[config.mk]
export PLATFORM = sky130hd
export DESIGN_NAME = instruction_fetch_unit
export DESIGN_NICKNAME = d
export VERILOG_FILES = /design/src/rtl/ifu_pkg.sv /design/src/rtl/fetch_fifo.sv /design/src/rtl/instruction_fetch_unit.sv
export SDC_FILE = /design/constraint.sdc
export NUM_CORES = 1
export LEC_CHECK = 0
export CAP_MARGIN = 20
export CORE_ASPECT_RATIO = 0.9
export CORE_MARGIN = 1
export CORE_UTILIZATION = 52
export CTS_BUF_LIST = sky130_fd_sc_hd__clkbuf_8 sky130_fd_sc_hd__clkbuf_16
export CTS_CLUSTER_DIAMETER = 60
export CTS_CLUSTER_SIZE = 8
export DETAILED_ROUTE_END_ITERATION = 8
export PLACE_DENSITY = 0.75
export SYNTH_ARGS = -nofsm -noshare
export SYNTH_HDL_FRONTEND = slang
export SYNTH_SLANG_ARGS = --single-unit
[constraint.sdc]
create_clock -name CLK -period 2.1 [get_ports CLK]
set_input_delay 0.315 -clock CLK [delete_from_list [all_inputs] [get_ports CLK]]
set_output_delay 0.315 -clock CLK [all_outputs]
set_load 0.03 [all_outputs]
[src/rtl/ifu_pkg.sv]
// ifu_pkg: shared types and constants for the instruction fetch unit.
//   ifu_state_t  - fetch state machine encoding (FETCH, HOLD, DISCARD)
//   fifo_entry_t - one prefetch FIFO entry {pc, instr}
//   align_pc     - clears the byte-offset bits of a PC
package ifu_pkg;

    typedef enum logic [1:0] {FETCH, HOLD, DISCARD} ifu_state_t;

    typedef struct packed {
        logic [31:0] pc;
        logic [31:0] instr;
    } fifo_entry_t;

    localparam int WORD_BYTES = 4;
    localparam logic [31:0] PC_INCR = 32'(WORD_BYTES);

    function automatic logic [31:0] align_pc(input logic [31:0] pc);
        return {pc[31:2], 2'b00};
    endfunction

endpackage

[src/rtl/fetch_fifo.sv]
// fetch_fifo: synchronous prefetch FIFO of {pc, instr} with flush.
//   clk, rst_n            clock, asynchronous active-low reset
//   flush                 empties the FIFO (dominates push/pop)
//   push, push_pc/instr   write one entry (never while full)
//   pop                   drop the head entry (never while empty)
//   head_pc/head_instr    current head, zero while empty
//   full, empty, count    occupancy
module fetch_fifo
    import ifu_pkg::*;
#(
    parameter int DEPTH = 4,
    localparam int AW = $clog2(DEPTH)
) (
    input  logic          clk,
    input  logic          rst_n,
    input  logic          flush,
    input  logic          push,
    input  logic [31:0]   push_pc,
    input  logic [31:0]   push_instr,
    input  logic          pop,
    output logic [31:0]   head_pc,
    output logic [31:0]   head_instr,
    output logic          full,
    output logic          empty,
    output logic [AW:0]   count
);

    fifo_entry_t   mem_q [DEPTH];
    fifo_entry_t   mem_d [DEPTH];
    logic [AW-1:0] wr_q, wr_d, rd_q, rd_d;
    logic [AW:0]   count_q, count_d;

    always_comb begin
        mem_d = mem_q;
        if (push) mem_d[wr_q] = '{pc: push_pc, instr: push_instr};
        wr_d    = flush ? '0 : wr_q + AW'(push);
        rd_d    = flush ? '0 : rd_q + AW'(pop);
        count_d = flush ? '0 : count_q + (AW+1)'(push) - (AW+1)'(pop);
    end

    always_ff @(posedge clk or negedge rst_n) begin
        if (!rst_n) begin
            mem_q   <= '{default: '0};
            wr_q    <= '0;
            rd_q    <= '0;
            count_q <= '0;
        end else begin
            mem_q   <= mem_d;
            wr_q    <= wr_d;
            rd_q    <= rd_d;
            count_q <= count_d;
        end
    end

    assign full       = count_q == (AW+1)'(DEPTH);
    assign empty      = count_q == '0;
    assign count      = count_q;
    assign head_pc    = empty ? '0 : mem_q[rd_q].pc;
    assign head_instr = empty ? '0 : mem_q[rd_q].instr;

    assert property (@(posedge clk) disable iff (!rst_n) !(push && full));
    assert property (@(posedge clk) disable iff (!rst_n) !(pop && empty));

endmodule

[src/rtl/instruction_fetch_unit.sv]
// instruction_fetch_unit: fetches words from instruction memory into a prefetch FIFO
// and hands them with their PC to decode over a valid/ready handshake.
//   CLK, RESET_N                      clock, asynchronous active-low reset
//   MEM_READ, MEM_READ_ADDRESS        fetch request and word-aligned address
//   MEM_READ_DATA, MEM_BUSYWAIT       returned word, wait indication
//   REDIRECT, REDIRECT_PC             branch/jump restart pulse and target
//   INSTR_VALID, INSTR, INSTR_PC      FIFO head towards decode
//   INSTR_READY                       decode accepts the head
//   FETCH_MISALIGNED                  sticky misaligned-target flag (IFU_MISALIGN_CHECK_EN only)
// Build option IFU_MISALIGN_CHECK_EN: a misaligned redirect target freezes the unit instead
// of being silently aligned.
module instruction_fetch_unit
    import ifu_pkg::*;
#(
    parameter int          FIFO_DEPTH = 4,
    parameter logic [31:0] RESET_PC   = 32'h0
) (
    input  logic        CLK,
    input  logic        RESET_N,
    output logic        MEM_READ,
    output logic [31:0] MEM_READ_ADDRESS,
    input  logic [31:0] MEM_READ_DATA,
    input  logic        MEM_BUSYWAIT,
    input  logic        REDIRECT,
    input  logic [31:0] REDIRECT_PC,
    output logic        INSTR_VALID,
    output logic [31:0] INSTR,
    output logic [31:0] INSTR_PC,
    input  logic        INSTR_READY
`ifdef IFU_MISALIGN_CHECK_EN
    ,
    output logic        FETCH_MISALIGNED
`endif
);

    localparam int AW = $clog2(FIFO_DEPTH);

    ifu_state_t  state_q, state_d;
    logic [31:0] fetch_pc_q, fetch_pc_d;
    logic [31:0] pending_pc_q, pending_pc_d;
    logic        started_q;
    logic        misaligned_q, misaligned_d;
    logic        push, pop, flush, accept;
    logic        fifo_full, fifo_empty;
    logic [AW:0] fifo_count;
    logic [31:0] new_pc;

`ifdef IFU_MISALIGN_CHECK_EN
    assign misaligned_d = misaligned_q | (REDIRECT & (|REDIRECT_PC[1:0]));
    always_ff @(posedge CLK or negedge RESET_N) begin
        if (!RESET_N) misaligned_q <= 1'b0;
        else          misaligned_q <= misaligned_d;
    end
    assign FETCH_MISALIGNED = misaligned_q;
`else
    assign misaligned_d = 1'b0;
    assign misaligned_q = 1'b0;
`endif

    // The first request goes out one edge after reset release.
    assign MEM_READ         = (state_q == DISCARD) || (state_q == FETCH && started_q);
    assign MEM_READ_ADDRESS = fetch_pc_q;
    assign accept           = MEM_READ && !MEM_BUSYWAIT;
    assign pop              = INSTR_VALID && INSTR_READY;
    assign flush            = REDIRECT;
    assign new_pc           = align_pc(REDIRECT_PC);

    always_comb begin
        state_d      = state_q;
        fetch_pc_d   = fetch_pc_q;
        pending_pc_d = pending_pc_q;
        push         = 1'b0;
        case (state_q)
            FETCH: begin
                if (REDIRECT && MEM_READ && MEM_BUSYWAIT) begin
                    // Address must stay put until the in-flight word returns.
                    pending_pc_d = new_pc;
                    state_d      = DISCARD;
                end else if (REDIRECT) begin
                    fetch_pc_d = new_pc;
                    state_d    = misaligned_d ? HOLD : FETCH;
                end else if (accept) begin
                    push       = 1'b1;
                    fetch_pc_d = fetch_pc_q + PC_INCR;
                    state_d    = (fifo_count == (AW+1)'(FIFO_DEPTH - 1) && !pop) ? HOLD : FETCH;
                end
            end
            HOLD: begin
                if (REDIRECT) begin
                    fetch_pc_d = new_pc;
                    state_d    = misaligned_d ? HOLD : FETCH;
                end else begin
                    state_d = (!fifo_full && !misaligned_q) ? FETCH : HOLD;
                end
            end
            DISCARD: begin
                if (REDIRECT) pending_pc_d = new_pc;
                if (accept) begin
                    fetch_pc_d = REDIRECT ? new_pc : pending_pc_q;
                    state_d    = misaligned_d ? HOLD : FETCH;
                end
            end
            default: state_d = FETCH;
        endcase
    end

    always_ff @(posedge CLK or negedge RESET_N) begin
        if (!RESET_N) begin
            state_q      <= FETCH;
            fetch_pc_q   <= RESET_PC;
            pending_pc_q <= '0;
            started_q    <= 1'b0;
        end else begin
            state_q      <= state_d;
            fetch_pc_q   <= fetch_pc_d;
            pending_pc_q <= pending_pc_d;
            started_q    <= 1'b1;
        end
    end

    fetch_fifo #(.DEPTH(FIFO_DEPTH)) u_fifo (
        .clk        (CLK),
        .rst_n      (RESET_N),
        .flush      (flush),
        .push       (push),
        .push_pc    (fetch_pc_q),
        .push_instr (MEM_READ_DATA),
        .pop        (pop),
        .head_pc    (INSTR_PC),
        .head_instr (INSTR),
        .full       (fifo_full),
        .empty      (fifo_empty),
        .count      (fifo_count)
    );

    assign INSTR_VALID = !fifo_empty;

endmodule
==> key figures, run 1 <==
Outcome
  – Status: finished, violations left
  – Failing checks: negative setup slack

Synth
  – Syn nets: 1231
  – Synth async-reset ratio: 100%
  – Synthesized flop and latch total: 330
  – Synthesized area per cell: 13.8 sq um
  – Synthesized area: 15900 sq um
  – Post-Synthesis Cells: 1152
  – Yosys warns: 0
  – EDFF count, synth: 0
  – Most used DFF post-synth: dfrtp_1
  – Unique masters post-synth: 80
  – Seq/Total Area, Yosys: approximately 52%

Route
  – DRT iter0 DRCs: 1069
  – Number of remaining DRC errors: 0
  – Via count: ~12000
  – Vias per Instance: 6.18
  – Routed WL: 48100 um
  – Drt pass-1 iters: 5
  – Post-DR wirelength/cell: 25.3 um
  – Antenna viol nets, final: 0

Run
  – Max cap viols: 0

Clock network
  – Clock-pin slew on the worst setup and hold paths: 50 ps
  – CTS sink count: 330
  – Clock buffer depth: 3
  – TritonCTS clock tree: done
  – Clock buffer count from CTS: 47
  – Root cell of the clock tree: clkbuf_16
  – Worst skew pair latency: 550 ps
  – CTS H-Tree Depth: 2

Cells and area
  – Nets: 1569
  – Commonest non-fill, non-tap cells in the layout: 328 x dfrtp_1, 195 x mux2_4, 103 x buf_4, 89 x mux2_2, 73 x buf_6
  – Ratio of cells with drive above 1 in the final layout: 52.5%
  – Area delta synth->final: 42.8%
  – Commonest non-fill, non-tap cell in the layout: dfrtp_1
  – Antenna diode count: 0
  – Final Cell Area: 22600 sq um

Global route
  – GRT Overall Usage: 28.5%
  – Gr ovfl total: 0
  – Largest net degree at the start of global routing: 66
  – Initial antenna violation count: 0
  – First-pass GRT wire length: 68500 um
  – Vias in the first global route: between 10000 and 15000

Floorplan
  – Core area: 30000 sq um
  – Die W: 186 um
  – Die height: 168 um
  – Area of the die: 31200 sq um
  – # IOs: 167
  – Initial Utilization: 52.9%
  – # rows: 60

Placement
  – DP Wirelength: 26500 um
  – Final Wtd Congestion: 0.933
  – Placed instance area: 19200 sq um
  – Port Buffers: 164

Critical path
  – Data arrival, critical path: 2240 ps
  – CP Max Fanout: 7
  – Critical path class: register to output port
  – Most common cell on crit path: buf_6
  – CP startpoint: u_fifo.rd_q[0]$_DFF_PN0_
  – CP max stage delay: 500 ps
  – Slowest CP cell: mux4_2
  – Top Family by Delay on Critical Path: buffers and inverters
  – Number of buffers and inverters on the critical path: 4
  – Worst Path Required: 1780 ps
  – Crit. End Element: output port
  – Critical path startpoint category: register
  – Crit path cell chain: buf_6 -> clkbuf_16 -> buf_6 -> mux4_2 -> and2_4 -> buf_6
  – Worst r2r src: state_q[1]$_DFFE_PN0P_

STA
  – Slew @ Worst Pin: between 500 and 600 ps
  – Crit path time final: ~2600 ps
  – Clock Skew: 27.0 ps
  – Final period utilization: 122%
  – Worst setup margin: -459 ps
  – Final Hold Viols: 0
  – Setup violations, final: between 200 and 300
  – Fmax: approximately 400 MHz
  – Final Slew Violations: 0
  – RSZ-0062 raised after global routing: true
  – Hold_ws: roughly 240 ps
  – Max-slew headroom: 65.6%

Power
  – Pleak: roughly 10 nW
  – Pint: 18.2 mW
  – Sw frac: 34.5%
  – Switch Pwr: roughly 9.6 mW
  – Comb pwr share: 43.5%
  – PD cells: about 1200 nW/um^2
  – Peak VDD IR: approximately 0.84 mV
  – Reg power frac: 31.8%
  – Clk network pwr share: 24.6%
  – Design Power: 27.8 mW

Min path
  – Hold crit path type: primary input to register
  – Hold Crit Start: REDIRECT
[worst register-to-register path: stages, from the launching register on]
cell and delay, ps:
dfrtp_1 410, buf_6 140, ha_4 180, a21o_4 210, a2111o_2 560, buf_6 180
nand2_2 50, o21ai_1 60, or3b_1 340
[per-layer routing]
layer	share of wire (%)	up-vias	track usage [%]
met4	2.9	0	7.45
met2	49	532	46.9
met1	42	6100	39.2
li1	-	4966	-
met5	0	-	0
met3	6.1	127	4.70
[path summary, 6_finish.rpt]
| kind | to | slack, ps | cells after the start |
|---|---|---|---|
| setup / recovery | INSTR_PC[27] | -460 | 6 |
| hold / removal | MEM_READ_ADDRESS[1]$_DFFE_PN0P_ | 240 | 2 |
| setup reg to reg | MEM_READ_ADDRESS[25]$_DFFE_PN0P_ | -150 | 8 |
| hold reg to reg | pending_pc_q[0]$_DFFE_PN0P_ | 490 | 1 |
| max in group asynchronous | u_fifo.mem_q[76]$_DFFE_PN0P_ | 980 | 3 |
| min in group asynchronous | u_fifo.mem_q[155]$_DFFE_PN0P_ | 280 | 2 |
[cells in the mapped netlist, types with 4 or more instances]
library cell | number | area share, %
and3_1 | 5 | 0.20
a221o_1 | 4 | 0.25
dfrtp_1 | 330 | 52
a22oi_1 | 8 | 0.38
nand3_1 | 13 | 0.41
clkbuf_1 | 35 | 0.83
mux2_2 | 264 | 19
o31ai_1 | 12 | 0.57
and2_1 | 70 | 2.8
a221oi_1 | 13 | 0.72
buf_1 | 9 | 0.21
mux4_2 | 64 | 9.1
ha_1 | 9 | 0.71
a222oi_1 | 4 | 0.25
a31oi_1 | 4 | 0.16
a21o_1 | 4 | 0.19
buf_2 | 35 | 1.1
a22o_1 | 4 | 0.22
nand2_1 | 33 | 0.78
nor2_1 | 34 | 0.81
o21ai_0 | 29 | 0.92
a211oi_1 | 8 | 0.38
xnor2_1 | 5 | 0.28
a21oi_1 | 22 | 0.69
nor3_1 | 4 | 0.13
nand4_1 | 7 | 0.28
nor4_1 | 4 | 0.16
buf_4 | 7 | 0.33
mux2_1 | 20 | 1.4
nor2b_1 | 10 | 0.39
inv_1 | 10 | 0.24
[metrics by stage]
stage	utilization, %	std cells	setup slack, ps	setup TNS [ps]
6_report	75.6	1898	-459	-35720
4_1_cts	73.0	1881	-519	-33140
2_1_floorplan	-	1152	-24.7	-1930
3_3_place_gp	64.2	1771	-230	-21960
5_1_grt	75.6	1898	-505	-56840
3_5_place_dp	64.2	1771	-239	-25310
[power groups by stage]
| stage | sequential, mW | combinational [mW] | clock (mW) |
|---|---|---|---|
| after floorplan | 8.83 | 5.94 | 0 |
| after global placement | 8.62 | 10.1 | 0 |
| after detailed placement | 8.71 | 10.2 | 0 |
| after CTS | 8.65 | 10.7 | 6.85 |
| after global routing | 8.94 | 12.7 | 7.15 |
| final | 8.83 | 12.1 | 6.84 |
[cell families after synthesis]
logic type | count (synthesis) | share of synthesized area [%]
flip-flops | 330 | 52.1
AND/OR/NAND/NOR | 206 | 7.58
buffers and inverters | 101 | 2.90
other | 1 | 0.0237
multiplexers | 351 | 29.5
AO/OA/AOI/OAI | 146 | 6.72
adder cells (fa/ha/maj) | 10 | 0.837
XOR/XNOR | 7 | 0.387
[cell type report]
cell class / count / area [sq um]
inverters: 12 / 47.5
fillers: 1734 / 7310
clock inverters: 5 / 45.0
flip-flops and latches: 330 / 8270
repair buffers: 377 / 4250
clock buffers: 49 / 1230
well taps: 403 / 504
multi-input cells: 722 / 8300
[sequential cells by signal, indices dropped and copies added, names as in the netlist]
| signal | count |
|---|---|
| MEM_READ_ADDRESS | 32 |
| pending_pc_q | 32 |
| started_q | 1 |
| state_q | 2 |
| u_fifo.count | 3 |
| u_fifo.mem_q | 256 |
| u_fifo.rd_q | 2 |
| u_fifo.wr_q | 2 |
[repair_timing]
item / CTS / global route
hold endpoints to repair: 30 / 0
cloned: 16 / 10
pin swaps: 14 / 35
setup endpoints to repair: 347 / 368
setup buffers: 43 / 29
hold buffers: 1 / 0
gates resized for setup: 310 / 416
Power figures use the tool's default switching activity.
==> run 2, diff against run 1 <==
--- a/config.mk
+++ b/config.mk
@@ -14,6 +14,7 @@
 export CTS_CLUSTER_SIZE = 8
 export DETAILED_ROUTE_END_ITERATION = 8
 export PLACE_DENSITY = 0.75
+export SLEW_MARGIN = 20
 export SYNTH_ARGS = -nofsm -noshare
 export SYNTH_HDL_FRONTEND = slang
 export SYNTH_SLANG_ARGS = --single-unit
==> results of run 2 <==
The final DEF is identical to that of run 1; final timing and power are the same.
==> run 3, diff against run 2 <==
--- a/config.mk
+++ b/config.mk
@@ -13,8 +13,8 @@
 export CTS_CLUSTER_DIAMETER = 60
 export CTS_CLUSTER_SIZE = 8
 export DETAILED_ROUTE_END_ITERATION = 8
+export HOLD_SLACK_MARGIN = 0.12
 export PLACE_DENSITY = 0.75
-export SLEW_MARGIN = 20
 export SYNTH_ARGS = -nofsm -noshare
 export SYNTH_HDL_FRONTEND = slang
 export SYNTH_SLANG_ARGS = --single-unit
==> results of run 3 <==
The final DEF is identical to that of run 1; final timing and power are the same.
